===== config.mk =====
export PLATFORM = sky130hd
export DESIGN_NAME = pixel_memory_responder
export DESIGN_NICKNAME = d
export VERILOG_FILES = /design/src/rtl/pixel_memory_responder.sv
export SDC_FILE = /design/constraint.sdc
export NUM_CORES = 1
export LEC_CHECK = 0
export CAP_MARGIN = 30
export CORE_MARGIN = 2
export CORE_UTILIZATION = 30
export DETAILED_ROUTE_END_ITERATION = 10
export PLACE_DENSITY = 0.6
export SYNTH_ARGS = -nofsm -noshare
export SYNTH_HDL_FRONTEND = slang
export SYNTH_SLANG_ARGS = --single-unit

===== constraint.sdc =====
create_clock -name clk_div_by_two -period 1.8 [get_ports clk_div_by_two]
set_input_delay 0.36 -clock clk_div_by_two [delete_from_list [all_inputs] [get_ports clk_div_by_two]]
set_output_delay 0.36 -clock clk_div_by_two [all_outputs]
set_load 0.005 [all_outputs]

===== src/rtl/pixel_memory_responder.sv =====
// pixel_memory_responder
//   Responder for the pixel-stage memory interface. Accepts one request per
//   pause-low window from the active stage, runs it against the external
//   frame memory over a req/ack handshake and releases pause for one cycle
//   per completed transaction. An optional last-read cache lets a repeated
//   read of the same address skip the memory.
//
// Ports
//   clk_div_by_two  block clock (pixel-stage domain)
//   reset           synchronous, active-high
//   address/wren/data_write  stage request (sampled only in CAPTURE)
//   data_read       read result, valid while pause=0
//   pause           stage hold, low one cycle per completed transaction
//   mem_addr/mem_wdata/mem_we/mem_req  frame-memory request, held until ack
//   mem_ack/mem_rdata                  frame-memory completion
//   timeout_error   sticky timeout flag
//   txn_count       completed transaction count (wraps)
module pixel_memory_responder #(
    parameter int unsigned TIMEOUT_CYCLES = 64,
    parameter bit          CACHE_LAST     = 1'b1
) (
    input  logic        clk_div_by_two,
    input  logic        reset,
    input  logic [17:0] address,
    input  logic        wren,
    input  logic [31:0] data_write,
    output logic [31:0] data_read,
    output logic        pause,
    output logic [17:0] mem_addr,
    output logic [31:0] mem_wdata,
    output logic        mem_we,
    output logic        mem_req,
    input  logic        mem_ack,
    input  logic [31:0] mem_rdata,
    output logic        timeout_error,
    output logic [31:0] txn_count
);

    localparam int unsigned AW = 18;
    localparam int unsigned DW = 32;
    localparam int unsigned TW = (TIMEOUT_CYCLES > 1) ? $clog2(TIMEOUT_CYCLES) : 1;

    typedef enum logic [1:0] {
        S_CAPTURE = 2'd0,
        S_WAIT    = 2'd1,
        S_RELEASE = 2'd2
    } state_t;

    // State and registered outputs
    state_t          r_state;
    logic            r_pause;
    logic [DW-1:0]   r_data_read;
    logic            r_mem_req;
    logic            r_mem_we;
    logic [AW-1:0]   r_mem_addr;
    logic [DW-1:0]   r_mem_wdata;
    logic            r_timeout_error;
    logic [DW-1:0]   r_txn_count;
    logic [TW-1:0]   r_tmo_cnt;
    logic            r_cache_valid;
    logic [AW-1:0]   r_cache_addr;
    logic [DW-1:0]   r_cache_data;

    // Next-state values
    state_t          w_state;
    logic            w_pause;
    logic [DW-1:0]   w_data_read;
    logic            w_mem_req;
    logic            w_mem_we;
    logic [AW-1:0]   w_mem_addr;
    logic [DW-1:0]   w_mem_wdata;
    logic            w_timeout_error;
    logic [DW-1:0]   w_txn_count;
    logic [TW-1:0]   w_tmo_cnt;
    logic            w_cache_valid;
    logic [AW-1:0]   w_cache_addr;
    logic [DW-1:0]   w_cache_data;

    logic            w_cache_hit;
    logic            w_tmo_last;

    // A read of the last cached address can be answered without memory
    assign w_cache_hit = CACHE_LAST && !wren && r_cache_valid && (address == r_cache_addr);
    assign w_tmo_last  = (r_tmo_cnt == TW'(TIMEOUT_CYCLES - 1));

    // Next-state and output logic
    always_comb begin
        w_state         = r_state;
        w_pause         = r_pause;
        w_data_read     = r_data_read;
        w_mem_req       = r_mem_req;
        w_mem_we        = r_mem_we;
        w_mem_addr      = r_mem_addr;
        w_mem_wdata     = r_mem_wdata;
        w_timeout_error = r_timeout_error;
        w_txn_count     = r_txn_count;
        w_tmo_cnt       = r_tmo_cnt;
        w_cache_valid   = r_cache_valid;
        w_cache_addr    = r_cache_addr;
        w_cache_data    = r_cache_data;

        case (r_state)
            S_CAPTURE: begin
                w_mem_addr  = address;
                w_mem_we    = wren;
                w_mem_wdata = data_write;
                if (w_cache_hit) begin
                    w_data_read = r_cache_data;
                    w_pause     = 1'b0;
                    w_state     = S_RELEASE;
                end else begin
                    w_mem_req = 1'b1;
                    w_tmo_cnt = '0;
                    w_state   = S_WAIT;
                end
            end

            S_WAIT: begin
                if (mem_ack) begin
                    w_mem_req = 1'b0;
                    w_mem_we  = 1'b0;
                    w_pause   = 1'b0;
                    w_state   = S_RELEASE;
                    if (!r_mem_we) begin
                        w_data_read   = mem_rdata;
                        w_cache_valid = 1'b1;
                        w_cache_addr  = r_mem_addr;
                        w_cache_data  = mem_rdata;
                    end else if (r_mem_addr == r_cache_addr) begin
                        // keep the cached copy coherent with the write
                        w_cache_data = r_mem_wdata;
                    end
                end else if (w_tmo_last) begin
                    w_mem_req       = 1'b0;
                    w_mem_we        = 1'b0;
                    w_timeout_error = 1'b1;
                    w_cache_valid   = 1'b0;
                    w_pause         = 1'b0;
                    w_state         = S_RELEASE;
                    if (!r_mem_we) begin
                        w_data_read = '0;
                    end
                end else begin
                    w_tmo_cnt = r_tmo_cnt + TW'(1);
                end
            end

            S_RELEASE: begin
                w_pause     = 1'b1;
                w_txn_count = r_txn_count + DW'(1);
                w_state     = S_CAPTURE;
            end

            default: begin
                w_pause   = 1'b1;
                w_mem_req = 1'b0;
                w_state   = S_CAPTURE;
            end
        endcase
    end

    // State register with synchronous reset
    always_ff @(posedge clk_div_by_two) begin
        if (reset) begin
            r_state         <= S_CAPTURE;
            r_pause         <= 1'b1;
            r_data_read     <= '0;
            r_mem_req       <= 1'b0;
            r_mem_we        <= 1'b0;
            r_mem_addr      <= '0;
            r_mem_wdata     <= '0;
            r_timeout_error <= 1'b0;
            r_txn_count     <= '0;
            r_tmo_cnt       <= '0;
            r_cache_valid   <= 1'b0;
            r_cache_addr    <= '0;
            r_cache_data    <= '0;
        end else begin
            r_state         <= w_state;
            r_pause         <= w_pause;
            r_data_read     <= w_data_read;
            r_mem_req       <= w_mem_req;
            r_mem_we        <= w_mem_we;
            r_mem_addr      <= w_mem_addr;
            r_mem_wdata     <= w_mem_wdata;
            r_timeout_error <= w_timeout_error;
            r_txn_count     <= w_txn_count;
            r_tmo_cnt       <= w_tmo_cnt;
            r_cache_valid   <= w_cache_valid;
            r_cache_addr    <= w_cache_addr;
            r_cache_data    <= w_cache_data;
        end
    end

    assign data_read     = r_data_read;
    assign pause         = r_pause;
    assign mem_addr      = r_mem_addr;
    assign mem_wdata     = r_mem_wdata;
    assign mem_we        = r_mem_we;
    assign mem_req       = r_mem_req;
    assign timeout_error = r_timeout_error;
    assign txn_count     = r_txn_count;

endmodule


==> results.md <==
* Status: complete, no violations
* CTS H-tree depth at 4
* Async S/R FF share, synth at 0%
* Drt first pass iters at 5
* Gr usage total at ~18%
* Synth area leader: dfxtp_1
* Global-route wire length before repair at roughly 41000 µm
* Setup TNS at 0 ns
* Commonest cells post-synth: 177 x dfxtp_1, 153 x nand2_1, 109 x a21oi_1
* Period utilization at between 90% and 100%
* Crit path max fanout at 3
* Via count at around 7700
* Worst hold margin at approximately 0.23 ns
* Worst Slack Setup Final at between 0.02 and 0.03 ns
* Worst-path clk slew at 0.07 ns
* Logic pwr share at 19.9%
* Worst Reg-to-Reg Cells at 8
* Share of the synthesized area in the top cell type at between 40% and 50%
* Buffers added on ports at around 200
* Num CTS Buffers at 17
* Worst setup SP type: flop
* Multi-input gate area at between 4000 and 5000 µm²
* Largest vdd supply drop at 0.514 mV
* CTS tree: built
* DIE AREA at between 20000 and 30000 µm²
* P_int at between 0.007 and 0.008 W
* Rows at 61
* Layout area overhead at 45.3%
* # DRC at 0
* DR iter-0 viols at ~600
* Max_cap viols at 0
* Clk buf depth at 2
* Worst-Margin Slew at 0.549 ns
* Clock power frac at between 30% and 40%
* Final number of setup-violating endpoints at 0
* Register bit total from synthesis at approximately 180
* Layout cells sized above 1 at a little under a fifth
* Fillers at 2704
* Hold Crit Depth at 3
* Worst Hold Class: in -> reg
* Worst Path Arrival at 1.41 ns
* Element type at the critical path end: output pin
* Crit Reg-Reg Endpoint: data_read[16]$_SDFFE_PP0P_
* Die Wd at 171 µm
* Top cells by area, synth: dfxtp_1 42%, nand2_1 6.9%, a21oi_1 6.5%
* Per-cell routed wire length at between 15 and 20 µm
* Syn_nets at about 1000
* Worst reg2reg startpoint: r_cache_addr[17]$_SDFFE_PP0P_
* Synthesis Warnings at 0
* Crit path time final at 1.77 ns
* R2R Setup Slk at roughly 0.05 ns
* Unrepaired setup endpoints after global routing: yes
* Global route overflow at 0
* Initial Util at between 30% and 40%
* Worst relative slew slack at a little under two thirds
* Most frequent cell after synthesis: dfxtp_1
* Net Switching at 0.00299 W
* Hold Path Sink: mem_addr[5]$_SDFFE_PP0P_
* Total power at about 0.011 W
* Pre-CTS WS at -0.516 ns
* Clk_skew at 0.0130 ns
* CTS sink count at approximately 180
* Post-synth EDFFs at 0
* Slew Limit Fails at 0
* Worst endpoint required time at 1.44 ns
* Reg area at approximately 3600 µm²
* Clk root buf: clkbuf_16
* Hold wc startpoint: address[5]
* DR vias/cell at roughly 5.0
* Largest net degree at the start of global routing at 70
* Die Ht at 171 µm
* Seq pwr share at about two fifths
* Pleak at 4.42 nW
* Syn Inst Count at 927
* Wirelength, routed at ~27000 µm
* Gpl congestion at about 0.86
* Cell Area, Synth at 8350 µm²
* Post-synthesis sequential area ratio at approximately 42%
* FMAX at between 0.5 and 0.6 GHz
* Detail Route Antenna Nets at 0
* Primary FF master, synth: dfxtp_1
* Yosys cell types at 53
* Nets at 1240
* Final Hold Viols at 0
* Clk_lat worst skew at roughly 0.43 ns
* Placed wire-length estimate at 18500 µm
* PD cells at just under 900 nW/µm²
* Mean Syn Cell Area at around 9.0 µm²
* Final Core Density at 43.9%
* Core Region at about 28000 µm²
* Antenna violations before repair at 1
* Sw Share at between 20% and 30%
* WS Path Type: reg -> out
* I/O Pins at 204
* Vias in the first global route at around 7400
[sequential cells by signal, summed over array words and instances (netlist names), 2 cells and up]
register / flops
r_cache_addr: 18
r_cache_data: 32
r_tmo_cnt: 6
mem_wdata: 32
txn_count: 32
r_state: 2
mem_addr: 18
data_read: 32
[cell type report]
class / instances / area share [%]
Clock buffer: 18 / 3.62
Multi-Input combinational cell: 662 / 36.9
Sequential cell: 177 / 29.5
Antenna cell: 1 / 0.0206
Inverter: 7 / 0.217
Timing Repair Buffer: 287 / 24.2
Tap cell: 378 / 3.90
Clock inverter: 13 / 1.62
[critical path: stages (launching register included)]
cell,delay [ns]
dfxtp_2,0.35
buf_4,0.12
clkdlybuf4s50_1,0.51
[timing repair]
action / 4_1_cts / 5_1_grt
gates cloned: 2 / 1
gates resized for setup: 19 / 57
hold buffers: 0 / 0
setup buffers: 4 / 1
setup endpoints to repair: 39 / 98
pin swaps: 6 / 26
[cell families (layout without fill, tap and decap cells)]
family	count (synthesis)	count (layout)	share of synthesized area [%]
other cells	0	1	0
xor+xnor	66	66	6.92
buf+inv	88	325	5.31
flops	177	177	42.4
fa+ha+maj	2	2	0.300
compound gates	262	262	23.3
simple gates	298	298	17.6
mux	34	34	4.09
[per-stage QoR]
stage / std cells / cell area, µm²
final: 1543 / 12100
after global placement: 1503 / 11200
after CTS: 1540 / 11900
after global routing: 1542 / 12100
after detailed placement: 1503 / 11200
after floorplan: 927 / 8350
[layer usage]
metal	up-vias	track usage (%)	wire length [µm]	part of all wire (%)
met5	-	0	0	0
met4	0	6.04	549	2.0
met3	40	3.75	1440	5.4
met2	233	28.8	12500	47
met1	3626	24.3	12300	46
li1	3783	-	-	-
[power by group through the flow]
| stage | Combinational (W) | Sequential (W) | Clock [W] |
|---|---|---|---|
| 3_5_place_dp | 0.00209 | 0.00446 | 0 |
| 2_1_floorplan | 0.00107 | 0.00442 | 0 |
| 3_3_place_gp | 0.00207 | 0.00446 | 0 |
| 6_report | 0.00211 | 0.00437 | 0.00412 |
| 5_1_grt | 0.00227 | 0.00440 | 0.00438 |
| 4_1_cts | 0.00211 | 0.00437 | 0.00421 |
[cells in the final DEF, fill, tap and decap left out, types with 8 or more instances in the layout]
cell type / count
a211oi_1: 57
a211oi_2: 41
a21oi_1: 109
a311oi_1: 33
buf_12: 11
buf_4: 59
buf_6: 9
clkbuf_16: 18
clkdlybuf4s50_1: 177
dfxtp_1: 154
dfxtp_2: 22
dlygate4sd2_1: 9
dlymetal6s2s_1: 16
mux2i_1: 33
nand2_1: 153
nand3_1: 16
nand4_1: 21
nor2_1: 36
nor2b_1: 34
xnor2_1: 31
xnor2_2: 8
xor2_1: 26
[how the worst max path moves through the flow]
stage,start,to,cells past startpoint
detailed placement,address[11],data_read[5]$_SDFFE_PP0P_,7
floorplan,mem_ack,r_cache_data[21]$_SDFFE_PP0P_,6
finish,mem_addr[9]$_SDFFE_PP0P_,mem_addr[9],2
global placement,address[17],data_read[22]$_SDFFE_PP0P_,8
global route,r_state[1]$_SDFFE_PP0N_,r_cache_data[4]$_SDFFE_PP0P_,7
CTS,address[11],data_read[5]$_SDFFE_PP0P_,7
Note: power is estimated with default switching activity, not from simulation.
